### config.mk
export PLATFORM = sky130hd
export DESIGN_NAME = fetch_stage
export DESIGN_NICKNAME = d
export VERILOG_FILES = /design/src/rtl/fetch_pkg.sv /design/src/rtl/if_id_reg.sv /design/src/rtl/fetch_stage.sv
export SDC_FILE = /design/constraint.sdc
export NUM_CORES = 1
export LEC_CHECK = 0
export BUFFER_PORTS_ARGS = -buffer_cell sky130_fd_sc_hd__buf_2
export CAP_MARGIN = 20
export CORE_MARGIN = 1.5
export CORE_UTILIZATION = 45
export CTS_CLUSTER_DIAMETER = 30
export DETAILED_ROUTE_END_ITERATION = 16
export PLACE_DENSITY = 0.72
export SLEW_MARGIN = 40
export SYNTH_ARGS = -nofsm -noshare
export SYNTH_HDL_FRONTEND = slang
export SYNTH_SLANG_ARGS = --single-unit
### constraint.sdc
create_clock -name Clk -period 4.6 [get_ports Clk]
set_input_delay 0.92 -clock Clk [delete_from_list [all_inputs] [get_ports Clk]]
set_output_delay 0.92 -clock Clk [all_outputs]
set_load 0.02 [all_outputs]
### src/rtl/fetch_pkg.sv
// -----------------------------------------------------------------------------
// fetch_pkg
//   Shared definitions for the instruction-fetch stage:
//     - instruction / PC constants (bubble encoding, PC increment, reset PC)
//     - the IF/ID pipeline bundle (instruction, pcplus4, valid)
//     - the IF/ID register operation (load / hold / bubble)
//     - a word-alignment helper for redirect targets
// -----------------------------------------------------------------------------
package fetch_pkg;

  localparam int unsigned XLEN = 32;

  // sll $0,$0,0 -- architecturally a no-op, used as the bubble encoding.
  localparam logic [XLEN-1:0] NOP_INSTR        = 32'h0000_0000;
  localparam logic [XLEN-1:0] PC_INCR          = 32'd4;
  localparam logic [XLEN-1:0] DEFAULT_RESET_PC = 32'h0000_0000;

  // IF/ID pipeline register contents as seen by decode.
  typedef struct packed {
    logic [XLEN-1:0] instruction;
    logic [XLEN-1:0] pcplus4;
    logic            valid;
  } if_id_t;

  // What the IF/ID register does on the next rising edge.
  typedef enum logic [1:0] {
    IF_ID_LOAD   = 2'b00,
    IF_ID_HOLD   = 2'b01,
    IF_ID_BUBBLE = 2'b10
  } if_id_op_t;

  localparam if_id_t IF_ID_EMPTY = '{
    instruction: NOP_INSTR,
    pcplus4:     '0,
    valid:       1'b0
  };

  // Instructions are word aligned; the two low address bits of a redirect
  // target carry no meaning and are forced to zero.
  function automatic logic [XLEN-1:0] word_align(input logic [XLEN-1:0] addr);
    return addr & ~32'h0000_0003;
  endfunction

endpackage : fetch_pkg

### src/rtl/if_id_reg.sv
// -----------------------------------------------------------------------------
// if_id_reg
//   IF/ID pipeline register. Each rising edge it either loads the freshly
//   fetched bundle, holds its contents, or is replaced by a bubble. An
//   asynchronous active-high reset empties it (bubble) immediately.
//
// Ports
//   clk   in   rising-edge clock
//   rst   in   asynchronous, active-high reset
//   op    in   load / hold / bubble select for the next edge
//   d     in   bundle to capture when op == IF_ID_LOAD
//   q     out  registered bundle presented to decode
// -----------------------------------------------------------------------------
module if_id_reg
  import fetch_pkg::*;
(
  input  logic      clk,
  input  logic      rst,
  input  if_id_op_t op,
  input  if_id_t    d,
  output if_id_t    q
);

  // NOTE: sequential state is written with non-blocking assignments so every
  // register samples pre-edge values, independent of block ordering.
  always_ff @(posedge clk or posedge rst) begin
    if (rst) begin
      q <= IF_ID_EMPTY;
    end else begin
      unique case (op)
        IF_ID_LOAD:   q <= d;
        IF_ID_BUBBLE: q <= IF_ID_EMPTY;
        default:      q <= q;
      endcase
    end
  end

endmodule : if_id_reg

### src/rtl/fetch_stage.sv
// -----------------------------------------------------------------------------
// fetch_stage
//   Instruction-fetch stage of the pipelined MIPS datapath. Owns the program
//   counter, drives the instruction-memory address and captures the fetched
//   instruction into the IF/ID register. Hazard/branch control steers it with
//   Stall, Flush and Redirect so decode only ever sees a real instruction or
//   a NOP bubble. All outputs are registered.
//
// Parameters
//   RESET_PC           PC loaded on reset (address of the first instruction)
//
// Ports
//   Clk                in   rising-edge clock
//   Reset              in   asynchronous, active-high reset
//   Stall              in   hold PC and IF/ID (load-use hazard)
//   Flush              in   replace IF/ID contents with a bubble
//   Redirect           in   taken branch/jump resolved downstream
//   RedirectTarget     in   new PC when Redirect=1 (low two bits ignored)
//   IMemAddress        out  current PC, drives instruction memory
//   IMemData           in   combinational instruction read at IMemAddress
//   IF_ID_Instruction  out  registered instruction to decode
//   IF_ID_PCPlus4      out  registered PC+4 of that instruction
//   IF_ID_Valid        out  1 = real instruction, 0 = bubble
//   InstrCount         out  number of valid instructions loaded into IF/ID
// -----------------------------------------------------------------------------
module fetch_stage
  import fetch_pkg::*;
#(
  parameter logic [31:0] RESET_PC = DEFAULT_RESET_PC
) (
  input  logic        Clk,
  input  logic        Reset,
  input  logic        Stall,
  input  logic        Flush,
  input  logic        Redirect,
  input  logic [31:0] RedirectTarget,
  output logic [31:0] IMemAddress,
  input  logic [31:0] IMemData,
  output logic [31:0] IF_ID_Instruction,
  output logic [31:0] IF_ID_PCPlus4,
  output logic        IF_ID_Valid,
  output logic [31:0] InstrCount
);

  logic [31:0] pc;
  logic [31:0] pc_plus4;
  logic [31:0] pc_next;
  logic [31:0] instr_count;
  if_id_op_t   if_id_op;
  if_id_t      if_id_d;
  if_id_t      if_id_q;

  // 32-bit unsigned add, carry dropped: 0xFFFFFFFC + 4 wraps to 0.
  assign pc_plus4 = pc + PC_INCR;

  // Next-PC and IF/ID control. Redirect outranks Stall for the PC (the
  // stalled instruction is on the wrong path anyway), and a Flush or
  // Redirect outranks Stall for IF/ID so the wrong-path slot is squashed.
  always_comb begin
    // NOTE: every output of this block gets a default first so no path
    // leaves a signal unassigned, which would infer a latch.
    pc_next  = pc_plus4;
    if_id_op = IF_ID_LOAD;

    if (Redirect) begin
      pc_next = word_align(RedirectTarget);
    end else if (Stall) begin
      pc_next = pc;
    end

    if (Flush || Redirect) begin
      if_id_op = IF_ID_BUBBLE;
    end else if (Stall) begin
      if_id_op = IF_ID_HOLD;
    end
  end

  // The bundle captured on a load: the word read at the current PC, tagged
  // with the address of its sequential successor.
  always_comb begin
    if_id_d             = IF_ID_EMPTY;
    if_id_d.instruction = IMemData;
    if_id_d.pcplus4     = pc_plus4;
    if_id_d.valid       = 1'b1;
  end

  always_ff @(posedge Clk or posedge Reset) begin
    if (Reset) begin
      pc <= RESET_PC;
    end else begin
      pc <= pc_next;
    end
  end

  // Counts only real instructions entering decode; bubbles and held slots
  // are not counted. Wraps naturally at 2^32.
  always_ff @(posedge Clk or posedge Reset) begin
    if (Reset) begin
      instr_count <= '0;
    end else if (if_id_op == IF_ID_LOAD) begin
      instr_count <= instr_count + 32'd1;
    end
  end

  if_id_reg u_if_id_reg (
    .clk (Clk),
    .rst (Reset),
    .op  (if_id_op),
    .d   (if_id_d),
    .q   (if_id_q)
  );

  assign IMemAddress       = pc;
  assign IF_ID_Instruction = if_id_q.instruction;
  assign IF_ID_PCPlus4     = if_id_q.pcplus4;
  assign IF_ID_Valid       = if_id_q.valid;
  assign InstrCount        = instr_count;

endmodule : fetch_stage

==> load_flow_metrics.sql <==
INSERT INTO impl_metrics (metric_group, metric, value, unit) VALUES
('run_status', 'outcome', 'finished, final reports clean', ''),
('layout', 'seq_area', '3153', 'µm²'),
('clocking', 'setup_fix_bufs_post_cts', '0', ''),
('layout', 'num_antenna_cells', '0', ''),
('yosys', 'synth.lib_cells_used.distinct', '40', ''),
('worst_setup_path', 'critical_path_class', 'input port to register', ''),
('min_path', 'hold_path.class', 'register to register', ''),
('yosys', 'synth_top_cell_by_area', 'sky130_fd_sc_hd__dfrtp_1', ''),
('clocking', 'maximum_clock_path_buffer_count', '2', ''),
('sta', 'fmax', '405.9', 'MHz'),
('layout', 'layout.nets', '862', ''),
('place', 'hpwl', '10.75', 'mm'),
('power', 'power.switching_fraction', '26.88', '%'),
('yosys', 'synth.cells.most_frequent', 'sky130_fd_sc_hd__dfrtp_1 (126), sky130_fd_sc_hd__nor2_1 (70), sky130_fd_sc_hd__nand2_1 (59), sky130_fd_sc_hd__xnor2_1 (56), sky130_fd_sc_hd__mux2i_1 (40)', ''),
('floorplanning', 'initial_core_util', '46.37', '%'),
('clocking', 'root_buffer', 'sky130_fd_sc_hd__clkbuf_16', ''),
('power', 'clock_power_share', '45.6', '%'),
('grt', 'grt_max_degree', '84', ''),
('sta', 'timing.setup.tns', '0', 'ns'),
('run', 'timing.max_cap.violations', '0', ''),
('sta', 'final_hold_viol_count', '0', ''),
('place', 'portBuffers', '193', ''),
('yosys', 'syn_avg_cell_area', '10.08', 'µm²'),
('yosys', 'synth_flop_cell', 'sky130_fd_sc_hd__dfrtp_1', ''),
('layout', 'layout.cells.non_filler', '980', ''),
('power', 'ir_drop', '0.0003239', 'V'),
('route', 'mean_number_of_vias_per_cell', '5.159', ''),
('place', 'gpl.final_weighted_congestion', '0.8511', ''),
('sta', 'drv_slew', '0', ''),
('yosys', 'netlist.area_leader.share', '50.94', '%'),
('clocking', 'cts_sinks', '126', ''),
('route', 'first_pass_iters', '4', ''),
('clocking', 'clk_transition_reported_paths', '0.06', 'ns'),
('worst_setup_path', 'path_max_fanout', '20', ''),
('sta', 'timing.final.crit_share', '53.55', '%'),
('sta', 'worstMarginPinSlew', '0.7540', 'ns'),
('route', 'detail_route.drc_violations', '0', ''),
('route', 'routed-via-count', '5056', ''),
('power', 'report.power.total', '3.049', 'mW'),
('layout', 'multiInputGateArea', '2776', 'µm²'),
('clocking', 'cts_resized', '0', ''),
('power', 'design_internal_power', '2.229', 'mW'),
('grt', 'global_route_usage_sum', '21.92', '%'),
('floorplanning', 'dieArea', '14470', 'µm²'),
('yosys', 'ys_ff_latch', '126', ''),
('yosys', 'synth-edff-count', '0', ''),
('sta', 'min_period', '2.464', 'ns'),
('grt', 'grt_pass1_wl', '24.77', 'mm'),
('worst_setup_path', 'worst_ep_required_time', '4.87', 'ns'),
('clocking', 'cts_hold_buffers', '0', ''),
('sta', 'finalClockSkew', '0.006323', 'ns'),
('yosys', 'synth_most_common_cell', 'sky130_fd_sc_hd__dfrtp_1', ''),
('sta', 'timing.slew.headroom', '49.73', '%'),
('clocking', 'clk_latency', '0.41', 'ns'),
('power', 'cellLeakagePower', '3.898', 'nW'),
('route', 'post_drt_wl_per_cell', '15.64', 'µm'),
('sta', 'finalWorstSetupSlack', '2.136', 'ns'),
('yosys', 'cell_count_after_synthesis', '614', ''),
('place', 'detailedPlace.worstSlack', '1.723', 'ns'),
('yosys', 'synth.top_cells.by_area', 'sky130_fd_sc_hd__dfrtp_1 (51%), sky130_fd_sc_hd__xnor2_1 (7.9%), sky130_fd_sc_hd__mux2i_1 (6.5%)', ''),
('floorplanning', 'num_io_pins', '198', ''),
('worst_setup_path', 'worstPathArrival', '2.73', 'ns'),
('grt', 'grt_antenna_before_repair', '1', ''),
('place', 'dpl.cell_count', '948', ''),
('power', 'pwr_per_cell_area', '388.2', 'nW/µm²'),
('floorplanning', 'fp.dieH', '120.3', 'µm'),
('clocking', 'htree_levels', '4', ''),
('yosys', 'synth.cell_area', '6190', 'µm²'),
('grt', 'grt_pass1_vias', '4944', ''),
('floorplanning', 'die_width', '120.3', 'µm'),
('sta', 'grt_setup_unrepaired', 'no', '');
## final timing paths
| kind | start | end | slack (ns) | depth (start not counted) |
|---|---|---|---|---|
| worst max-delay path | Stall | IMemAddress[29]$_DFFE_PP0N_ | 2.14 | 6 |
| max in group asynchronous | Reset | InstrCount[17]$_DFFE_PP0N_ | 3.10 | 3 |
| worst min register to register | InstrCount[28]$_DFFE_PP0N_ | InstrCount[28]$_DFFE_PP0N_ | 0.49 | 1 |
| worst max register to register | IMemAddress[4]$_DFFE_PP0N_ | u_if_id_reg.q[30]$_DFFE_PP0P_ | 2.18 | 5 |
| min in group asynchronous | Reset | InstrCount[7]$_DFFE_PP0N_ | 0.59 | 2 |
| worst min-delay path | InstrCount[28]$_DFFE_PP0N_ | InstrCount[28]$_DFFE_PP0N_ | 0.49 | 1 |
## sequential cells by signal, summed over array words and instances, names as in the netlist
name           count
IMemAddress       30
InstrCount        32
u_if_id_reg.q     64
## cells by family (layout without fill, tap and decap cells)
family | Yosys count | after routing | share of synthesized area (%)
adders and majority gates | 2 | 2 | 0.4042
xor gates and xnor gates | 87 | 87 | 12.31
buffers and inverters | 60 | 249 | 4.265
and+or+nand+nor | 227 | 227 | 19.02
muxes | 41 | 41 | 6.650
AOI/OAI and AO/OA | 70 | 70 | 6.347
DFF | 126 | 126 | 50.94
other | 1 | 2 | 0.06058
## cell type report
class | count | area share, %
Tap cell | 176 | 2.804
Inverter | 19 | 0.9718
Multi-Input combinational cell | 429 | 35.35
Clock inverter | 11 | 1.752
Clock buffer | 21 | 6.118
Sequential cell | 126 | 40.15
Timing Repair Buffer | 198 | 12.86
## worst max-delay path, stage by stage
cell and delay, ns:
sky130_fd_sc_hd__buf_4 0.21, sky130_fd_sc_hd__nand4b_1 0.37, sky130_fd_sc_hd__nor4_4 0.51, sky130_fd_sc_hd__nor4b_1 0.45, sky130_fd_sc_hd__xnor2_1 0.17, sky130_fd_sc_hd__o21ai_0 0.09
## stage by stage
step | util [%] | instance area [µm²]
2_1_floorplan | - | 6193
3_3_place_gp | 54.16 | 7229
3_5_place_dp | 54.19 | 7233
4_1_cts | 58.82 | 7851
5_1_grt | 58.84 | 7854
6_report | 58.84 | 7854
## power by group through the flow
stage	clock network (mW)	registers [mW]	logic, mW
floorplan	0	1.33	0.194
global placement	0	1.28	0.390
detailed placement	0	1.28	0.396
CTS	1.41	1.26	0.398
global route	1.47	1.28	0.433
finish	1.39	1.27	0.393
## per-layer routing
layer,vias to the layer above,wire length (µm),track usage [%]
li1,2411,-,-
met1,2452,6562,27.70
met2,170,7500,35.43
met3,21,1024,6.792
met4,2,226,8.382
met5,-,13,0
## cell usage in the layout, fill, tap and decap left out, types with 2 or more instances in the layout
cell type,count
sky130_fd_sc_hd__buf_2,192
sky130_fd_sc_hd__dfrtp_1,126
sky130_fd_sc_hd__nor2_1,70
sky130_fd_sc_hd__nand2_1,59
sky130_fd_sc_hd__xnor2_1,56
sky130_fd_sc_hd__mux2i_1,40
sky130_fd_sc_hd__xor2_1,31
sky130_fd_sc_hd__nand4_1,24
sky130_fd_sc_hd__o21ai_0,23
sky130_fd_sc_hd__a21oi_1,22
sky130_fd_sc_hd__inv_1,18
sky130_fd_sc_hd__nand3_1,17
sky130_fd_sc_hd__o21a_1,17
sky130_fd_sc_hd__clkbuf_16,17
sky130_fd_sc_hd__nor3_1,10
sky130_fd_sc_hd__o21ai_1,8
sky130_fd_sc_hd__nor2b_1,7
sky130_fd_sc_hd__and3_1,6
sky130_fd_sc_hd__and4_1,6
sky130_fd_sc_hd__nor4_2,5
sky130_fd_sc_hd__clkinv_2,5
sky130_fd_sc_hd__buf_4,5
sky130_fd_sc_hd__or2_2,4
sky130_fd_sc_hd__nor3_2,4
sky130_fd_sc_hd__clkbuf_8,4
sky130_fd_sc_hd__nand2b_1,3
sky130_fd_sc_hd__bufinv_16,3
sky130_fd_sc_hd__clkinvlp_4,3
sky130_fd_sc_hd__and4b_1,2
sky130_fd_sc_hd__and2_1,2
sky130_fd_sc_hd__ha_1,2
sky130_fd_sc_hd__conb_1,2
No activity file was read; power rests on OpenSTA's default activity.
